### config.mk
export PLATFORM = sky130hd
export DESIGN_NAME = microsequencer
export DESIGN_NICKNAME = d
export VERILOG_FILES = /design/src/rtl/microsequencer.sv
export SDC_FILE = /design/constraint.sdc
export NUM_CORES = 1
export LEC_CHECK = 0
export CAP_MARGIN = 10
export CORE_AREA = 5 5 60 62
export DETAILED_ROUTE_END_ITERATION = 6
export DIE_AREA = 0 0 65 67
export GPL_TIMING_DRIVEN = 0
export PLACE_DENSITY = 0.88
export SETUP_SLACK_MARGIN = 0.5
export SLEW_MARGIN = 5
export SYNTH_ARGS = -nofsm -noshare
export SYNTH_HDL_FRONTEND = slang
export SYNTH_SLANG_ARGS = --single-unit
export TNS_END_PERCENT = 100
### constraint.sdc
create_clock -name clk -period 2.37 [get_ports clk]
set_clock_uncertainty 0.2 [all_clocks]
set_input_delay 0.474 -clock clk [delete_from_list [all_inputs] [get_ports clk]]
set_output_delay 0.474 -clock clk [all_outputs]
set_load 0.01 [all_outputs]
### src/rtl/microsequencer.sv
// Microsequencer: next-state controller for the microprogrammed MIPS control
// unit. Holds the current microstate, a single-level return register and two
// sticky error flags. The next state is chosen by the microinstruction's
// n_sel mode from opcode dispatch, a selected condition, the branch target cr
// or the return register.
// Optional feature: define MICROSEQ_TIMEOUT_EN to bound wait mode (101) with
// a 4-bit counter. Once the counter reaches TIMEOUT, the next state is
// ILLEGAL_STATE and the timeout flag is set.
// Handshake: there is no valid/ready pair. mfc is level-sampled every rising
// edge, and wait mode advances on the first edge where the selected condition
// is true.
module microsequencer #(
  parameter int STATE_W       = 7,
  parameter int RESET_STATE   = 0,
  parameter int ILLEGAL_STATE = 5,
  parameter int TIMEOUT       = 15
) (
  input  logic               clk,
  input  logic               reset,
  input  logic [5:0]         opcode,
  input  logic               mfc,
  input  logic               zero,
  input  logic               neg,
  input  logic [2:0]         n_sel,
  input  logic               inv,
  input  logic [1:0]         s_sel,
  input  logic [STATE_W-1:0] cr,
  output logic [STATE_W-1:0] state,
  output logic               illegal_op,
  output logic               timeout
);

  localparam logic [2:0] MODE_DISPATCH  = 3'b000;
  localparam logic [2:0] MODE_JUMP      = 3'b001;
  localparam logic [2:0] MODE_INC       = 3'b010;
  localparam logic [2:0] MODE_BRANCH    = 3'b011;
  localparam logic [2:0] MODE_CDISPATCH = 3'b100;
  localparam logic [2:0] MODE_WAIT      = 3'b101;
  localparam logic [2:0] MODE_CALL      = 3'b110;
  localparam logic [2:0] MODE_RETURN    = 3'b111;

  localparam logic [STATE_W-1:0] RST_S = STATE_W'(RESET_STATE);
  localparam logic [STATE_W-1:0] ILL_S = STATE_W'(ILLEGAL_STATE);

  logic [STATE_W-1:0] ret;
  logic [STATE_W-1:0] inc;
  logic [STATE_W-1:0] enc;
  logic               enc_ok;
  logic               cond;
  logic [STATE_W-1:0] next_state;
  logic               load_ret;
  logic               set_ill;
  logic               wait_hold;

  assign inc = state + 1'b1;

  // Condition select with optional inversion.
  always_comb begin
    cond = 1'b1;
    case (s_sel)
      2'b00:   cond = mfc;
      2'b01:   cond = zero;
      2'b10:   cond = neg;
      default: cond = 1'b1;
    endcase
    cond = cond ^ inv;
  end

  // Opcode dispatch ROM; unknown opcodes land on the illegal-op handler.
  always_comb begin
    enc    = ILL_S;
    enc_ok = 1'b1;
    case (opcode)
      6'b000000: enc = STATE_W'(6);
      6'b100011: enc = STATE_W'(7);
      6'b101011: enc = STATE_W'(9);
      6'b000100: enc = STATE_W'(11);
      6'b001000: enc = STATE_W'(12);
      default:   enc_ok = 1'b0;
    endcase
  end

  // Next-state selection by next-address mode.
  always_comb begin
    next_state = state;
    load_ret   = 1'b0;
    set_ill    = 1'b0;
    wait_hold  = 1'b0;
    case (n_sel)
      MODE_DISPATCH: begin
        next_state = enc;
        set_ill    = !enc_ok;
      end
      MODE_JUMP:   next_state = cr;
      MODE_INC:    next_state = inc;
      MODE_BRANCH: next_state = cond ? cr : inc;
      MODE_CDISPATCH: begin
        next_state = cond ? cr : enc;
        set_ill    = !cond && !enc_ok;
      end
      MODE_WAIT: begin
        next_state = cond ? inc : state;
        wait_hold  = !cond;
      end
      MODE_CALL: begin
        next_state = cr;
        load_ret   = 1'b1;
      end
      default: next_state = ret;
    endcase
  end

`ifdef MICROSEQ_TIMEOUT_EN
  logic [3:0] wait_cnt;
  logic       to_fire;
  logic       timeout_q;

  assign to_fire = wait_hold && (wait_cnt == 4'(TIMEOUT));
  assign timeout = timeout_q;

  // Wait counter: counts held wait cycles, clears on any other cycle or on expiry.
  always_ff @(posedge clk) begin
    if (!reset) begin
      wait_cnt  <= 4'd0;
      timeout_q <= 1'b0;
    end else if (to_fire) begin
      wait_cnt  <= 4'd0;
      timeout_q <= 1'b1;
    end else if (wait_hold) begin
      wait_cnt  <= wait_cnt + 4'd1;
    end else begin
      wait_cnt  <= 4'd0;
    end
  end
`else
  logic to_fire;
  assign to_fire = 1'b0;
  assign timeout = 1'b0;
`endif

  // Microstate, return register and sticky illegal-opcode flag.
  always_ff @(posedge clk) begin
    if (!reset) begin
      state      <= RST_S;
      ret        <= '0;
      illegal_op <= 1'b0;
    end else begin
      state <= to_fire ? ILL_S : next_state;
      if (load_ret) ret <= inc;
      if (set_ill) illegal_op <= 1'b1;
    end
  end

endmodule

==> flow_metrics.env <==
export IMPL_synth_cells=175
export IMPL_setup_viol=0
export IMPL_dpl_hpwl_mm=3.34
export IMPL_via_per_inst=7.14
export IMPL_cts_buffer_depth=2
export IMPL_numCtsBuffers=3
export IMPL_grt_pass1_wl_mm=9.15
export IMPL_drv_cap=0
export IMPL_ys_seq_area_share_pct=21.0
export IMPL_synth_top_flop_cell="dfxtp_1"
export IMPL_grt_use_total_pct=27.8
export IMPL_n_fill_cell=186
export IMPL_intPower_w=0.000525
export IMPL_end_kind="register"
export IMPL_grt_ovfl_total=0
export IMPL_io_pins=33
export IMPL_clockRootBuffer="clkbuf_4"
export IMPL_avgSynthCellArea_um2=8.19
export IMPL_die_x_um=65
export IMPL_placed_cells=239
export IMPL_hold_violations=0
export IMPL_grt_max_degree=11
export IMPL_p_clk_share_pct=18.2
export IMPL_fin_area_um2=2380
export IMPL_routabilityCongestion=0.951
export IMPL_cts_tree="built"
export IMPL_nNetsFinal=265
export IMPL_h_tree_depth=1
export IMPL_powerDensity_nw_per_um2=356
export IMPL_setup_tns_ns=0
export IMPL_total_power_w=0.000848
export IMPL_switching_share_pct=38.0
export IMPL_syn2layout_area_growth_pct=66.3
export IMPL_ys_types=68
export IMPL_remaining_drc_errors=0
export IMPL_routed_wl_mm=6.35
export IMPL_syn_area_um2=1430
export IMPL_wl_per_cell_um=23.4
export IMPL_crit_chain="clkdlybuf4s15_1, inv_2, a2111oi_4, buf_4, nor4_2, o31ai_1, nand3_1"
export IMPL_place_area_um2=1820
export IMPL_synth_seq_cells=15
export IMPL_synth_fp_nets=200
export IMPL_vdd_drop_max_uv=328
export IMPL_start_kind="input port"
export IMPL_yosys_top_cells_count="16 x nand2_1, 15 x dfxtp_1, 13 x nor2_1"
export IMPL_critPathMaxFanout=6
export IMPL_rsz0062_at_grt="yes"
export IMPL_drtPass1Iterations=5
export IMPL_antenna_found_initial=0
export IMPL_clk_latency_ns=0.28
export IMPL_setup_ws_ns=0.333
export IMPL_crit_slowest_cell="o31ai_1"
export IMPL_start_util_pct=48.1
export IMPL_switchingPower_w=0.000322
export IMPL_cpPeakStageDelay_ns=0.35
export IMPL_power_leakage_nw=0.950
export IMPL_drv_slew=0
export IMPL_path_class="in2reg"
export IMPL_netlist_area_leader_share_pct=21.0
export IMPL_status="completed"
export IMPL_p_seq_share_pct=34.5
export IMPL_clock_sinks=15
export IMPL_timing_fmax_ghz=0.491
export IMPL_placement_rows=20
export IMPL_drt_initial_drc_count=220
export IMPL_postRouteAntennaNets=0
export IMPL_core_area_um2=2980
export IMPL_hold_class="reg2reg"
export IMPL_yosysTopAreaCell="dfxtp_1"
export IMPL_yosysWarnings=0
export IMPL_r2r_slack_ns=0.42
export IMPL_die_area_um2=4360
export IMPL_io_buffers=31
export IMPL_die_y_um=67
export IMPL_async_reset_ff_share_pct=0
export IMPL_cp_data_required_time_ns=2.35
export IMPL_synth_top_cells_by_area="dfxtp_1 21%, nand2_1 4.2%, o21ai_0 3.8%"
export IMPL_yosysMostFrequentCell="nand2_1"
export IMPL_fin_crit_ns=2.04
export IMPL_period_share_pct=85.9
export IMPL_combPwrFrac_pct=47.2
export IMPL_vias=1942
export IMPL_pre_cts_ws_ns=-0.618
export IMPL_diodes=0
export IMPL_layout_drive_gt1_share_pct=43.1
export IMPL_final_cells=272
export IMPL_arrival_ns=2.01
export IMPL_grt_pass1_vias=1851
export IMPL_synth_edff_count=0
export IMPL_clk_pin_slew_worst_paths_ns=0.10
==> timing repair <==
item                                    CTS  global route
gates resized for setup                  78            43
hold buffers                              0             0
endpoints found under the setup margin   22            10
buffers inserted                         18            11
endpoints found under the hold margin     0             0
pin swaps                                19            18
==> cell type report <==
cell class                 instances  area, um^2  share of cell area, %
multi-input combinational        142        1320                   55.5
timing repair buffer              60         573                   24.1
sequential                        15         314                   13.2
buffer                            10        76.3                   3.20
tap                               33        41.3                   1.73
inverter                           8        30.0                   1.26
clock buffer                       4        26.3                   1.10
==> sequential cells by signal, indices dropped and copies added, names as in the netlist <==
signal and flops:
illegal_op 1, state 7, ret 7
==> cells by family (layout without fill, tap and decap cells) <==
| kind of cell | Yosys count | in the layout | share of synthesized area, % |
|---|---|---|---|
| and+or+nand+nor | 70 | 70 | 27.9 |
| AOI/OAI and AO/OA | 60 | 60 | 36.9 |
| DFF | 15 | 15 | 21.0 |
| buffers and inverters | 18 | 82 | 5.68 |
| other | 1 | 1 | 0.262 |
| adders and majority gates | 1 | 1 | 0.873 |
| muxes | 4 | 4 | 3.76 |
| xor gates and xnor gates | 6 | 6 | 3.67 |
==> critical path: cells and delay by family <==
kind / cells / cell delay [ns]
compound gates: 2 / 0.68
buf+inv: 3 / 0.69
simple gates: 2 / 0.17
==> path summary, 6_finish.rpt <==
kind | cells after the start | end | from
max reg2reg | 6 | state[4] | state[0]
max | 7 | state[3] | n_sel[0]
min reg2reg | 1 | illegal_op | illegal_op
min | 1 | illegal_op | illegal_op
==> cells in the final DEF, fill, tap and decap left out, types with 3 or more instances in the layout <==
cell type        netlist  final
o21ai_0               11      8
buf_12                 0      3
nand3_1                6      6
clkbuf_2               0      5
xor2_1                 4      4
dfxtp_1               15     10
a2111oi_4              2      3
dfxtp_4                0      3
a31oi_1                8      7
dlymetal6s2s_1         0      4
a21oi_1                3      3
nor4_2                 1      3
inv_1                  8      5
a32oi_1                3      3
nand2_1               16     15
dlygate4sd2_1          0      8
nand3b_1               3      3
o211ai_1               3      3
nor2_1                13     11
buf_4                  1     24
buf_6                  1      8
inv_2                  0      3
clkbuf_4               0      3
nor3_4                 0      3
o311a_1                3      3
nand2b_1               5      5
buf_2                  2      4
clkdlybuf4s50_1        0     10
==> layer usage <==
layer | up-vias | routed length [um] | GRT usage [%] | part of all wire, %
met3 | 56 | 632 | 7.08 | 9.9
li1 | 817 | - | - | -
met5 | - | 0 | 0 | 0
met4 | 0 | 402 | 19.3 | 6.3
met1 | 912 | 2300 | 30.9 | 36
met2 | 157 | 3020 | 46.2 | 48
==> power groups by stage <==
| stage | Clock (W) | Combinational [W] | Sequential [W] |
|---|---|---|---|
| after floorplan | 0 | 0.000161 | 0.000296 |
| after global placement | 0 | 0.000273 | 0.000294 |
| after detailed placement | 0 | 0.000278 | 0.000295 |
| after CTS | 0.000155 | 0.000329 | 0.000291 |
| after global routing | 0.000166 | 0.000420 | 0.000294 |
| final | 0.000155 | 0.000400 | 0.000293 |
==> metrics by stage <==
stage / utilization, % / hold slack (ns)
floorplan: - / 0.258
global placement: 61.2 / 0.256
detailed placement: 61.2 / 0.257
CTS: 72.0 / 0.282
global route: 80.0 / 0.313
finish: 80.0 / 0.284
(Power assumes the default switching activity.)
